`src/rtl/pipeline_exec_ctrl.sv`:
```
// Execution controller for the 5-stage MIPS pipeline: run/step/pause/restart
// sequencing, HALT drain, and an executed-cycle counter. All outputs are registered.
module pipeline_exec_ctrl #(
   parameter int CNT_W        = 32,
   parameter int DRAIN_CYCLES = 3
) (
   input  logic             clk,
   input  logic             rst_n,
   input  logic             cmd_valid,
   input  logic [1:0]       cmd,
   output logic             cmd_ready,
   input  logic             halt_id,
   output logic             pipe_en,
   output logic             pc_write_en,
   output logic             ifid_flush,
   output logic             pc_clear,
   output logic             done,
   output logic [CNT_W-1:0] cycle_count,
   output logic [2:0]       state
);

   typedef enum logic [2:0] {
      ST_IDLE  = 3'd0,
      ST_RUN   = 3'd1,
      ST_STEP  = 3'd2,
      ST_DRAIN = 3'd3,
      ST_DONE  = 3'd4
   } state_t;

   typedef enum logic [1:0] {
      CMD_RUN     = 2'b00,
      CMD_STEP    = 2'b01,
      CMD_PAUSE   = 2'b10,
      CMD_RESTART = 2'b11
   } cmd_t;

   localparam logic [3:0]       DRAIN_LOAD = 4'(DRAIN_CYCLES - 1);
   localparam logic [CNT_W-1:0] CNT_MAX    = '1;
   localparam logic [CNT_W-1:0] CNT_ONE    = CNT_W'(1);

   state_t           state_q, state_d;
   logic [3:0]       drain_cnt_q, drain_cnt_d;
   logic             cmd_ready_q, cmd_ready_d;
   logic             pipe_en_q, pipe_en_d;
   logic             pc_write_en_q, pc_write_en_d;
   logic             ifid_flush_q, ifid_flush_d;
   logic             pc_clear_q, pc_clear_d;
   logic             done_q, done_d;
   logic [CNT_W-1:0] cycle_count_q, cycle_count_d;

   logic cmd_acc;
   cmd_t cmd_e;

   assign cmd_acc = cmd_valid && cmd_ready_q;
   assign cmd_e   = cmd_t'(cmd);

   // Next-state logic. RESTART outranks halt_id, which outranks PAUSE.
   always_comb begin
      // NOTE: every variable gets a default first so no path leaves it unassigned (no latch).
      state_d     = state_q;
      drain_cnt_d = drain_cnt_q;
      pc_clear_d  = 1'b0;

      case (state_q)
         ST_IDLE: begin
            if (cmd_acc) begin
               case (cmd_e)
                  CMD_RUN:     state_d    = ST_RUN;
                  CMD_STEP:    state_d    = ST_STEP;
                  CMD_RESTART: pc_clear_d = 1'b1;
                  default:     state_d    = ST_IDLE;
               endcase
            end
         end

         ST_RUN: begin
            if (cmd_acc && cmd_e == CMD_RESTART) begin
               state_d    = ST_IDLE;
               pc_clear_d = 1'b1;
            end else if (halt_id) begin
               state_d     = ST_DRAIN;
               drain_cnt_d = DRAIN_LOAD;
            end else if (cmd_acc && cmd_e == CMD_PAUSE) begin
               state_d = ST_IDLE;
            end
         end

         ST_STEP: begin
            if (halt_id) begin
               state_d     = ST_DRAIN;
               drain_cnt_d = DRAIN_LOAD;
            end else begin
               state_d = ST_IDLE;
            end
         end

         ST_DRAIN: begin
            if (drain_cnt_q == 4'd0) begin
               state_d = ST_DONE;
            end else begin
               drain_cnt_d = drain_cnt_q - 4'd1;
            end
         end

         ST_DONE: begin
            if (cmd_acc && cmd_e == CMD_RESTART) begin
               state_d    = ST_IDLE;
               pc_clear_d = 1'b1;
            end
         end

         default: state_d = ST_IDLE;
      endcase
   end

   // Registered outputs are decoded from the state being entered.
   always_comb begin
      pipe_en_d     = (state_d == ST_RUN) || (state_d == ST_STEP) || (state_d == ST_DRAIN);
      pc_write_en_d = (state_d == ST_RUN) || (state_d == ST_STEP);
      ifid_flush_d  = (state_d == ST_DRAIN);
      done_d        = (state_d == ST_DONE);
      cmd_ready_d   = (state_d == ST_IDLE) || (state_d == ST_RUN) || (state_d == ST_DONE);
   end

   // Counts edges that close an enabled cycle; the pc_clear cycle zeroes it.
   always_comb begin
      cycle_count_d = cycle_count_q;
      if (pc_clear_q) begin
         cycle_count_d = '0;
      end else if (pipe_en_q && cycle_count_q != CNT_MAX) begin
         cycle_count_d = cycle_count_q + CNT_ONE;
      end
   end

   always_ff @(posedge clk or negedge rst_n) begin
      if (!rst_n) begin
         state_q       <= ST_IDLE;
         drain_cnt_q   <= 4'd0;
         cmd_ready_q   <= 1'b1;
         pipe_en_q     <= 1'b0;
         pc_write_en_q <= 1'b0;
         ifid_flush_q  <= 1'b0;
         pc_clear_q    <= 1'b0;
         done_q        <= 1'b0;
         cycle_count_q <= '0;
      end else begin
         // NOTE: non-blocking assignments so every register samples pre-edge values.
         state_q       <= state_d;
         drain_cnt_q   <= drain_cnt_d;
         cmd_ready_q   <= cmd_ready_d;
         pipe_en_q     <= pipe_en_d;
         pc_write_en_q <= pc_write_en_d;
         ifid_flush_q  <= ifid_flush_d;
         pc_clear_q    <= pc_clear_d;
         done_q        <= done_d;
         cycle_count_q <= cycle_count_d;
      end
   end

   assign state       = state_q;
   assign cmd_ready   = cmd_ready_q;
   assign pipe_en     = pipe_en_q;
   assign pc_write_en = pc_write_en_q;
   assign ifid_flush  = ifid_flush_q;
   assign pc_clear    = pc_clear_q;
   assign done        = done_q;
   assign cycle_count = cycle_count_q;

   a_clear_idle: assert property (@(posedge clk) disable iff (!rst_n) pc_clear_q |-> !pipe_en_q);
   a_done_idle:  assert property (@(posedge clk) disable iff (!rst_n) done_q |-> !pipe_en_q);
   a_flush_only_drain: assert property (@(posedge clk) disable iff (!rst_n)
                                        ifid_flush_q |-> (state_q == ST_DRAIN && !pc_write_en_q));

endmodule
```
`config.mk`:
```
export PLATFORM = sky130hd
export DESIGN_NAME = pipeline_exec_ctrl
export DESIGN_NICKNAME = d
export VERILOG_FILES = /design/src/rtl/pipeline_exec_ctrl.sv
export SDC_FILE = /design/constraint.sdc
export NUM_CORES = 1
export LEC_CHECK = 0
export ABC_AREA = 1
export CAP_MARGIN = 30
export CORE_MARGIN = 10
export CORE_UTILIZATION = 53
export CTS_CLUSTER_SIZE = 25
export DETAILED_ROUTE_END_ITERATION = 8
export GPL_TIMING_DRIVEN = 0
export HOLD_SLACK_MARGIN = 0.05
export PLACE_DENSITY = 0.84
export SYNTH_ARGS = -nofsm -noshare
export SYNTH_HDL_FRONTEND = slang
export SYNTH_SLANG_ARGS = --single-unit
```
`constraint.sdc`:
```
create_clock -name clk -period 2.24 [get_ports clk]
set_input_delay 0.672 -clock clk [delete_from_list [all_inputs] [get_ports clk]]
set_output_delay 0.672 -clock clk [all_outputs]
set_load 0.02 [all_outputs]
```
# Word level (Yosys, flattened, before mapping)
# Cells that the tools add are included.
# op_classes
n_addsub	2
n_mul	0
div_mod_pow	0
magnitude_cmp	0
n_eq_ne	14
shift	0
muxes	19
n_bitwise	0
reduce_logical	16
# ops
cell	n
32-bit 2-to-1 mux	2
32-bit by 1-bit adder with 32-bit output, second input constant	1
32-bit != test, second input constant	1
3-bit 2-to-1 mux	6
3-bit one-hot mux with 5 select lines	1
3-bit by 2-bit equality test with 1-bit output, second input constant	4
4-bit 2-to-1 mux	3
4-bit one-hot mux with 3 select lines	1
3-bit one-hot mux with 3 select lines	1
3-bit by 1-bit equality test with 1-bit output, second input constant	2
3-bit equality test, second input constant	2
3-bit logical NOT	2
2-bit equality test, second input constant	2
1-bit logical AND	4
4-bit logical NOT	1
1-bit logical OR	4
2-bit != test, second input constant	2
4-bit by 1-bit subtractor with 4-bit output, second input constant	1
1-bit 2-to-1 mux	3
3-bit AND reduction	1
3-bit nonzero test	1
2-bit by 1-bit equality test with 1-bit output, second input constant	1
2-bit logical NOT	1
2-bit 2-to-1 mux	1
other kinds (3)	3
# totals
regBits	45
latch_bits	0
ramBits	0
romBits	0
out_inout_bits	41
n_memories	0

# Longest topological paths before layout
# Gate-level depths: netlist of the first run.
# logic_depth
depth_word	9
depth_mapped	13

# Worst setup path before layout of the first run
# Ideal clock, no wire load.
# synth_path
path_kind	register to register
start	reg cycle_count_q[0], in the netlist cycle_count[0]
end	reg cycle_count_q[2], in the netlist cycle_count[2]
setup_time_ns	0.065
t_arrival_ns	1.837
slack_ns	0.338
path_stages_with_launch	14
path_buffers	2
cell_sequence	dfrtp_1 -> ha_1 -> inv_2 -> nor2_4 -> nand2_4 -> nor2_4 -> nand2_2 -> nand2_2 -> nand2_4 -> inv_2 -> buf_6 -> buf_6 -> nand2_1 -> nand2_1
# synth_via
elab_chain_cells	3
elab_cells_between_ends	6
cone_classes	add/sub (1); eq/ne (1); mux (2); reduce/logical (2)
# synth_lines
element	line_no	source
start, declared	49	logic [CNT_W-1:0] cycle_count_q, cycle_count_d;
start signal, assigned	156	cycle_count_q <= cycle_count_d;
32-bit by 1-bit adder with 32-bit output or 32-bit != test (tied branches)	131, 130	
32-bit 2-to-1 mux or 1-bit logical AND (tied branches)	130	end else if (pipe_en_q && cycle_count_q != CNT_MAX) begin
32-bit 2-to-1 mux or 2-bit nonzero test (tied branches)	-	
# Several ways; a longest one is shown, not always the timed one. The select of a mux whose other input is x is not followed.
# A chain may end at the register's enable or synchronous reset.

# Worst setup path after layout of the first run
# layout_path
start	reg cmd_ready_q, in the netlist cmd_ready
end	out cmd_ready
# layout_lines
element	line_no	source
start, declared	43	logic cmd_ready_q, cmd_ready_d;
start signal, assigned	150	cmd_ready_q <= cmd_ready_d;
end, declared	11	output logic cmd_ready,
# No word-level cell between the ends.

==> results of run 1 <==
per-layer routing:
metal | vias to the layer above | share of wire [%]
li1 | 1412 | -
met1 | 1272 | 44
met2 | 47 | 50
met3 | 7 | 5.0
met4 | 0 | 0.70
met5 | - | 0
worst paths after layout:
| path | startpoint | to | cells after the start |
|---|---|---|---|
| hold / removal | rst_n | cycle_count[5]$_DFFE_PN0P_ | 1 |
| hold reg to reg | drain_cnt_q[3]$_DFFE_PN0P_ | drain_cnt_q[3]$_DFFE_PN0P_ | 1 |
| max in group asynchronous | rst_n | cmd_ready$_DFF_PN1_ | 2 |
| setup / recovery | cmd_ready$_DFF_PN1_ | cmd_ready | 1 |
| min in group clk | drain_cnt_q[3]$_DFFE_PN0P_ | drain_cnt_q[3]$_DFFE_PN0P_ | 1 |
| setup reg to reg | cycle_count[1]$_DFFE_PN0P_ | cycle_count[14]$_DFFE_PN0P_ | 13 |
power breakdown:
part	switching (mW)	total, mW	internal, mW
combinational	0.813	1.30	0.483
clock	0.316	0.548	0.232
sequential	0.146	1.12	0.977
final cells by class:
cell class                 count  area, µm²
buffer                         8      48.80
clock inverter                 3      26.28
inverter                      36      135.1
tap                           70      87.58
sequential                    45       1129
timing repair buffer          47      475.5
clock buffer                   5      68.82
fill                         468       1665
multi-input combinational    326       1471
placed cells by master (no fill, tap or decap), types with 3 or more instances in the layout:
| cell | count |
|---|---|
| dfrtp_1 | 43 |
| nor2_1 | 69 |
| nand3_1 | 27 |
| nand4_1 | 19 |
| clkdlybuf4s50_1 | 45 |
| o21ai_1 | 4 |
| inv_2 | 4 |
| xor2_1 | 9 |
| nand2_2 | 3 |
| inv_6 | 3 |
| clkbuf_8 | 5 |
| nand2_1 | 169 |
| inv_1 | 32 |
| o21ai_0 | 3 |
| or2_2 | 4 |
| a21oi_1 | 3 |
timing repair:
action | in CTS | in global routing
setup buffers | 0 | 0
setup endpoints to repair | 0 | 25
gates resized for setup | 0 | 6
hold buffers | 0 | 0
flip-flops by register name, summed over array words and instances (netlist names):
| name | count |
|---|---|
| cycle_count | 32 |
| pc_write_en | 1 |
| cmd_ready | 1 |
| done | 1 |
| drain_cnt_q | 4 |
| pc_clear | 1 |
| pipe_en | 1 |
| state | 3 |
| ifid_flush | 1 |
kinds of logic (layout without fill, tap and decap cells):
kind of cell | count (synthesis) | after routing
AND/OR/NAND/NOR | 298 | 298
flip-flops | 45 | 45
buffers and inverters | 44 | 99
AO/OA/AOI/OAI | 15 | 15
XOR/XNOR | 10 | 10
adder cells (fa/ha/maj) | 3 | 3
stage by stage:
step	total power, mW	hold WS [ns]	cell area [µm²]	TNS [ns]
final	2.968	0.2979	3442	0
after detailed placement	2.430	0.4654	3341	-0.2034
after CTS	2.977	0.3107	3436	0
after floorplan	1.929	0.3764	2778	0
after global placement	2.373	0.4531	3326	-30.52
after global routing	3.171	0.3280	3442	0
==> impl_metrics.env, run 1 <==
export IMPL_outcome="complete, no violations"
export IMPL_core_um2=5107
export IMPL_min_period_over_period_pct=94.77
export IMPL_grt_util_met3_pct=3.793
export IMPL_synthToLayoutAreaGrowth_pct=23.92
export IMPL_synth_edff_count=0
export IMPL_worstSkewPairLatency_ns=0.30
export IMPL_met1_usage_pct=22.46
export IMPL_ff2ff_setup_slack_ns=0.20
export IMPL_finalWorstSetupSlack_ns=0.1172
export IMPL_synth_compound_gate_area_share_pct=3.108
export IMPL_dieArea_um2=8537
export IMPL_synthSimpleGateAreaFrac_pct=45.27
export IMPL_fin_util_pct=67.39
export IMPL_io_pins=47
export IMPL_powerDensity_nw_per_um2=862.2
export IMPL_worstPathMaxFanout=2
export IMPL_crit_chain="clkdlybuf4s50_1"
export IMPL_synth_ff_latch_count=45
export IMPL_die_w_um=92.40
export IMPL_drtIter0Drc=178
export IMPL_root_buffer="clkbuf_8"
export IMPL_cts_sinks=45
export IMPL_yosysSeqAreaShare_pct=40.59
export IMPL_start_kind="flop"
export IMPL_setup_viol=0
export IMPL_syn_area_per_cell_um2=6.693
export IMPL_grt_pass1_vias=2631
export IMPL_drv_slew=0
export IMPL_diodes=0
export IMPL_drive_gt1_share_pct=7.234
export IMPL_synth_main_ff_cell="dfrtp_1"
export IMPL_cp_slowest_cell="clkdlybuf4s50_1"
export IMPL_critPathBufInv=1
export IMPL_vias_per_cell=5.070
export IMPL_synth_top_area_share_pct=39.64
export IMPL_vias=2738
export IMPL_hold_path_class="in2async"
export IMPL_cp_required_ns=1.57
export IMPL_critPathMaxStageDelay_ns=0.60
export IMPL_synth_top_family_by_area="simple AND/OR/NAND/NOR gates"
export IMPL_fin_nets=478
export IMPL_synth_cells=415
export IMPL_gp_congestion=0.9378
export IMPL_clock_skew_ns=0.009078
export IMPL_vdd_ir_drop_max_v=0.0008351
export IMPL_synthXorXnorAreaFrac_pct=3.153
export IMPL_port_buffers=46
export IMPL_synth_mux_area_share_pct=0
export IMPL_finalHoldViolations=0
export IMPL_p_leak_nw=1.606
export IMPL_synth_area_leaders="dfrtp_1 40%, nand2_1 23%, nor2_1 9.3%"
export IMPL_max_freq_mhz=471.1
export IMPL_clk_path_buf_depth=2
export IMPL_die_y_um=92.40
export IMPL_dp_hpwl_um=5981
export IMPL_netlist_top_cells_count="169 x nand2_1, 69 x nor2_1, 44 x dfrtp_1"
export IMPL_tightestPinTransition_ns=0.4589
export IMPL_cts_tree="built"
export IMPL_rows=26
export IMPL_grt_remaining_overflow=0
export IMPL_numCtsBuffers=5
export IMPL_crit_arrival_ns=1.45
export IMPL_grt_pass1_wl_um=12780
export IMPL_post_route_min_period_ns=2.123
export IMPL_grt_max_degree=28
export IMPL_start_util_pct=54.39
export IMPL_crit_family="buffers and inverters"
export IMPL_detail_route_antenna_nets=0
export IMPL_grt_busiest_layer="met2"
export IMPL_ys_types=28
export IMPL_syn_num_nets=424
export IMPL_dp_cells=532
export IMPL_yosysMostFrequentCell="nand2_1"
export IMPL_endpoint_kind="output port"
export IMPL_worstSetupPathType="reg2out"
export IMPL_grtUsageMet2_pct=31.29
export IMPL_cts_max_level=2
export IMPL_ys_async_sr_fraction_pct=100.0
export IMPL_layout_cells_non_filler=540
export IMPL_wl_per_cell_um=13.67
export IMPL_syn_area_um2=2778
export IMPL_totalWireLength_um=7381
export IMPL_path_clk_slew_ns=0.10
export IMPL_grt_antenna_before_repair=0
export IMPL_grt_usage_pct=18.03
export IMPL_yosysWarnings=0
export IMPL_grt_setup_unrepaired="false"
export IMPL_drc_errors=0
export IMPL_first_pass_iters=4
export IMPL_synth_adder_area_share_pct=1.351
export IMPL_pre_cts_ws_ns=-0.09860
export IMPL_slew_headroom_pct=69.41
export IMPL_synth_top_cell_by_area="dfrtp_1"
export IMPL_cap_viol_max_count=0
(Power assumes the default switching activity.)
==> run 2: changes to the inputs <==
GPL_TIMING_DRIVEN = not set   (was 0)
==> run 2 against run 1 <==
Highest routed layer unchanged. Worst setup slack lost 0.012 ns. First-iteration DRC count fell by 14%. Maximum frequency down 0.54%. Clock skew about the same. Sequential share of layout area decreased by 0.28 points. Sequential power is essentially flat. Largest power group unchanged. Critical path type unchanged. Combinational power is essentially flat. Critical path depth is the same.
==> impl_metrics.env, run 2 (same netlist as run 1, synthesis figures left out) <==
export IMPL_cts_sinks=45
export IMPL_min_period_over_period_pct=95.28
export IMPL_numCtsBuffers=5
export IMPL_detail_route_antenna_nets=0
export IMPL_seq_area_um2=1127
export IMPL_grtUsageMet2_pct=29.53
export IMPL_endpoint_kind="output port"
export IMPL_rows=26
export IMPL_grt_max_degree=26
export IMPL_max_freq_mhz=468.5
export IMPL_crit_chain="clkdlybuf4s50_1"
export IMPL_post_cts_buffers=0
export IMPL_largest_reg_flops=32
export IMPL_grt_antenna_before_repair=0
export IMPL_critPathMaxStageDelay_ns=0.66
export IMPL_final_common_cell="nand2_1"
export IMPL_path_clk_slew_ns=0.10
export IMPL_wl_per_cell_um=13.73
export IMPL_grt_pass1_wl_um=12480
export IMPL_cap_viol_max_count=0
export IMPL_finalHoldViolations=0
export IMPL_die_w_um=92.40
export IMPL_totalWireLength_um=7426
export IMPL_met1_usage_pct=21.71
export IMPL_drtIter0Drc=153
export IMPL_p_leak_nw=1.625
export IMPL_grt_pass1_vias=2658
export IMPL_worstSkewPairLatency_ns=0.31
export IMPL_fin_util_pct=67.91
export IMPL_hold_path_class="in2async"
export IMPL_setup_viol=0
export IMPL_gp_congestion=0.8961
export IMPL_vias=2795
export IMPL_p_total_mw=2.969
export IMPL_diodes=0
export IMPL_grt_usage_pct=17.68
export IMPL_synthToLayoutAreaGrowth_pct=24.86
export IMPL_worstPathMaxFanout=6
export IMPL_post_route_min_period_ns=2.134
export IMPL_cp_slowest_cell="clkdlybuf4s50_1"
export IMPL_dieArea_um2=8537
export IMPL_first_pass_iters=5
export IMPL_cts_tree="built"
export IMPL_vias_per_cell=5.166
export IMPL_drv_slew=0
export IMPL_cts_hold_buf=0
export IMPL_core_um2=5107
export IMPL_fin_nets=479
export IMPL_port_buffers=46
export IMPL_ff2ff_setup_slack_ns=0.31
export IMPL_grt_busiest_layer="met2"
export IMPL_powerDensity_nw_per_um2=855.9
export IMPL_fin_setup_tns_ns=0
export IMPL_crit_family="buffers and inverters"
export IMPL_worstSetupPathType="reg2out"
export IMPL_grt_util_met3_pct=4.681
export IMPL_io_pins=47
export IMPL_nFillCells=442
export IMPL_grt_setup_unrepaired="false"
export IMPL_start_util_pct=54.39
export IMPL_drive_gt1_share_pct=7.643
export IMPL_cts_resized=0
export IMPL_clk_path_buf_depth=2
export IMPL_outcome="complete, no violations"
export IMPL_cp_required_ns=1.57
export IMPL_die_y_um=92.40
export IMPL_cts_max_level=2
export IMPL_drc_errors=0
export IMPL_slew_headroom_pct=67.89
export IMPL_crit_arrival_ns=1.46
export IMPL_critPathBufInv=1
export IMPL_dp_hpwl_um=5911
export IMPL_grt_remaining_overflow=0
export IMPL_start_kind="flop"
export IMPL_vdd_ir_drop_max_v=0.0008668
export IMPL_final_cell_mix="169 x nand2_1, 69 x nor2_1, 45 x clkdlybuf4s50_1"
export IMPL_multi_input_area_um2=1469
export IMPL_root_buffer="clkbuf_8"
export IMPL_clock_skew_ns=0.008590
export IMPL_tightestPinTransition_ns=0.4816
==> run 2: changes by cell type in the layout (fill, tap and decap cells not counted), sizes merged <==
cell,before,now
clkbuf,8,5
buf,7,11
clkinvlp,0,1
inv,39,38
==> run 2: through the flow <==
step	hold WS [ns]	setup slack, ns	area [µm²]	instances
after global placement	0.4544	0.1680	3374	533
after floorplan	0.3764	0.3379	2778	415
after global routing	0.3280	0.05872	3468	541
after detailed placement	0.4574	0.1190	3374	533
after CTS	0.3136	0.09286	3468	541
final	0.3120	0.1057	3468	541
==> run 2: worst paths after layout <==
path / from / endpoint / cells after the start
max: cycle_count[19]$_DFFE_PN0P_ / cycle_count[19] / 1
max in group asynchronous: rst_n / cycle_count[30]$_DFFE_PN0P_ / 2
min reg2reg: drain_cnt_q[3]$_DFFE_PN0P_ / drain_cnt_q[3]$_DFFE_PN0P_ / 1
min: rst_n / state[1]$_DFF_PN0_ / 1
max reg2reg: cycle_count[0]$_DFFE_PN0P_ / cycle_count[9]$_DFFE_PN0P_ / 12
min in group clk: drain_cnt_q[3]$_DFFE_PN0P_ / drain_cnt_q[3]$_DFFE_PN0P_ / 1
==> run 2: report_power, final <==
group          switching, mW  internal [mW]
combinational          0.787          0.519
sequential             0.149          0.975
clock                  0.311          0.228
total                   1.25           1.72
==> run 2: routing by layer <==
layer	share of wire [%]	vias to the layer above	wire length [µm]
met1	45	1299	3350
met3	5.8	13	434
li1	-	1411	-
met5	0	-	0
met2	47	72	3521
met4	1.6	0	120
==> run 2: layout make-up <==
cell class | instances | area share (%)
clock buffer | 5 | 1.984
clock inverter | 3 | 0.7215
inverter | 36 | 3.896
multi-input combinational | 326 | 42.35
sequential | 45 | 32.50
tap | 70 | 2.525
timing repair buffer | 56 | 16.02
==> run 3: changes to the inputs <==
CORE_MARGIN = 1   (was 10)
==> run 3 against run 2 <==
Sequential cell count unchanged. Clock power increased by 18%. Sequential power about the same. Cell count decreased by 0.55%. Power increased by 2.5%. Via count increased by 3.8%. Core utilization increased by 3.0 points. Maximum frequency increased by 1.1%. Highest routed layer unchanged.
==> impl_metrics.env, run 3 (same netlist as run 1, synthesis figures left out) <==
export IMPL_fin_setup_tns_ns=0
export IMPL_crit_arrival_ns=1.44
export IMPL_reg2regPathDepth=12
export IMPL_detail_route_antenna_nets=0
export IMPL_grt_pass1_vias=2765
export IMPL_diodes=0
export IMPL_core_um2=4880
export IMPL_grt_antenna_before_repair=0
export IMPL_final_area_um2=3461
export IMPL_min_period_over_period_pct=94.21
export IMPL_powerDensity_nw_per_um2=879.2
export IMPL_dieArea_um2=5535
export IMPL_cts_hold_buf=0
export IMPL_fin_util_pct=70.92
export IMPL_root_buffer="clkbuf_8"
export IMPL_critPathMaxStageDelay_ns=0.65
export IMPL_outcome="complete, no violations"
export IMPL_crit_family="buffers and inverters"
export IMPL_finalHoldViolations=0
export IMPL_worstPathMaxFanout=7
export IMPL_seq_area_um2=1127
export IMPL_multi_input_area_um2=1469
export IMPL_holdWs_ns=0.2235
export IMPL_drc_errors=0
export IMPL_totalWireLength_um=7456
export IMPL_startpoint="cycle_count[2]$_DFFE_PN0P_"
export IMPL_cts_resized=0
export IMPL_cp_depth=1
export IMPL_drive_gt1_share_pct=7.643
export IMPL_cp_required_ns=1.57
export IMPL_final_cell_mix="169 x nand2_1, 69 x nor2_1, 45 x clkdlybuf4s50_1"
export IMPL_start_util_pct=56.92
export IMPL_p_leak_nw=1.625
export IMPL_clk_path_buf_depth=2
export IMPL_worstSkewPairLatency_ns=0.30
export IMPL_first_pass_iters=5
export IMPL_worstSetupPathType="reg2out"
export IMPL_endpoint_kind="output port"
export IMPL_critPathBufInv=1
export IMPL_drtIter0Drc=304
export IMPL_grt_pass1_wl_um=12420
export IMPL_reg2reg_from="cycle_count[1]$_DFFE_PN0P_"
export IMPL_post_cts_buffers=0
export IMPL_r2r_end="cycle_count[22]$_DFFE_PN0P_"
export IMPL_cts_max_level=2
export IMPL_grt_max_degree=26
export IMPL_placed_area_um2=3346
export IMPL_start_kind="flop"
export IMPL_drv_slew=0
export IMPL_io_pins=47
export IMPL_p_total_mw=3.043
export IMPL_crit_chain="clkdlybuf4s50_1"
export IMPL_cp_slowest_cell="clkdlybuf4s50_1"
export IMPL_vias=2902
export IMPL_crit_end="cycle_count[2]"
export IMPL_grt_usage_pct=29.61
export IMPL_slew_headroom_pct=76.63
export IMPL_dp_hpwl_um=5576
export IMPL_final_common_cell="nand2_1"
export IMPL_wl_per_cell_um=13.86
export IMPL_cts_tree="built"
export IMPL_port_buffers=46
export IMPL_finalWorstSetupSlack_ns=0.1297
export IMPL_die_y_um=74.40
export IMPL_ff2ff_setup_slack_ns=0.24
export IMPL_max_freq_mhz=473.9
export IMPL_path_clk_slew_ns=0.09
export IMPL_rows=25
export IMPL_dp_cells=530
export IMPL_gp_congestion=0.9528
export IMPL_tightestPinTransition_ns=0.3490
export IMPL_layout_cells_non_filler=538
export IMPL_hold_path_class="in2async"
export IMPL_numCtsBuffers=5
export IMPL_cap_viol_max_count=0
export IMPL_cts_sinks=45
export IMPL_setup_viol=0
export IMPL_clock_skew_ns=0.005582
export IMPL_vias_per_cell=5.394
export IMPL_vdd_ir_drop_max_v=0.0008300
export IMPL_grt_remaining_overflow=0
export IMPL_post_route_min_period_ns=2.110
export IMPL_synthToLayoutAreaGrowth_pct=24.59
export IMPL_fin_nets=479
export IMPL_pre_cts_ws_ns=0.05629
export IMPL_nFillCells=422
export IMPL_grt_setup_unrepaired="false"
export IMPL_largest_reg_flops=32
export IMPL_die_w_um=74.40
run 3: changes by cell type in the layout (fill, tap and decap cells not counted):
cell | before | now
buf_12 | 2 | 0
buf_4 | 8 | 10
bufinv_16 | 0 | 1
clkinv_4 | 0 | 1
inv_6 | 2 | 0
run 3: routing by layer:
metal	global-route usage (%)	vias to the layer above	part of all wire [%]
li1	-	1412	-
met5	0	-	0
met4	8.805	0	1.5
met2	50.25	115	50
met1	38.88	1361	43
met3	4.878	14	5.7
run 3: where the power goes:
group / leakage (nW) / switching (mW) / internal [mW]
clock network: 0.0543 / 0.302 / 0.334
logic: 0.968 / 0.801 / 0.484
registers: 0.603 / 0.146 / 0.975
total: 1.63 / 1.25 / 1.79
run 3: worst min path at each step:
stage | slack [ns] | start | cells after the start | endpoint
floorplan | 0.38 | rst_n | 0 | cycle_count[0]$_DFFE_PN0P_
global placement | 0.46 | drain_cnt_q[3]$_DFFE_PN0P_ | 1 | drain_cnt_q[3]$_DFFE_PN0P_
detailed placement | 0.47 | drain_cnt_q[3]$_DFFE_PN0P_ | 1 | drain_cnt_q[3]$_DFFE_PN0P_
CTS | 0.23 | rst_n | 1 | cycle_count[6]$_DFFE_PN0P_
global route | 0.24 | rst_n | 1 | done$_DFF_PN0_
finish | 0.22 | rst_n | 1 | cycle_count[6]$_DFFE_PN0P_
run 3: cell type report:
| cell class | count | share of cell area (%) |
|---|---|---|
| Inverter | 36 | 3.905 |
| Sequential cell | 45 | 32.57 |
| Timing Repair Buffer | 56 | 15.33 |
| Clock buffer | 5 | 1.988 |
| Tap cell | 67 | 2.422 |
| Multi-Input combinational cell | 326 | 42.44 |
| Clock inverter | 3 | 1.338 |
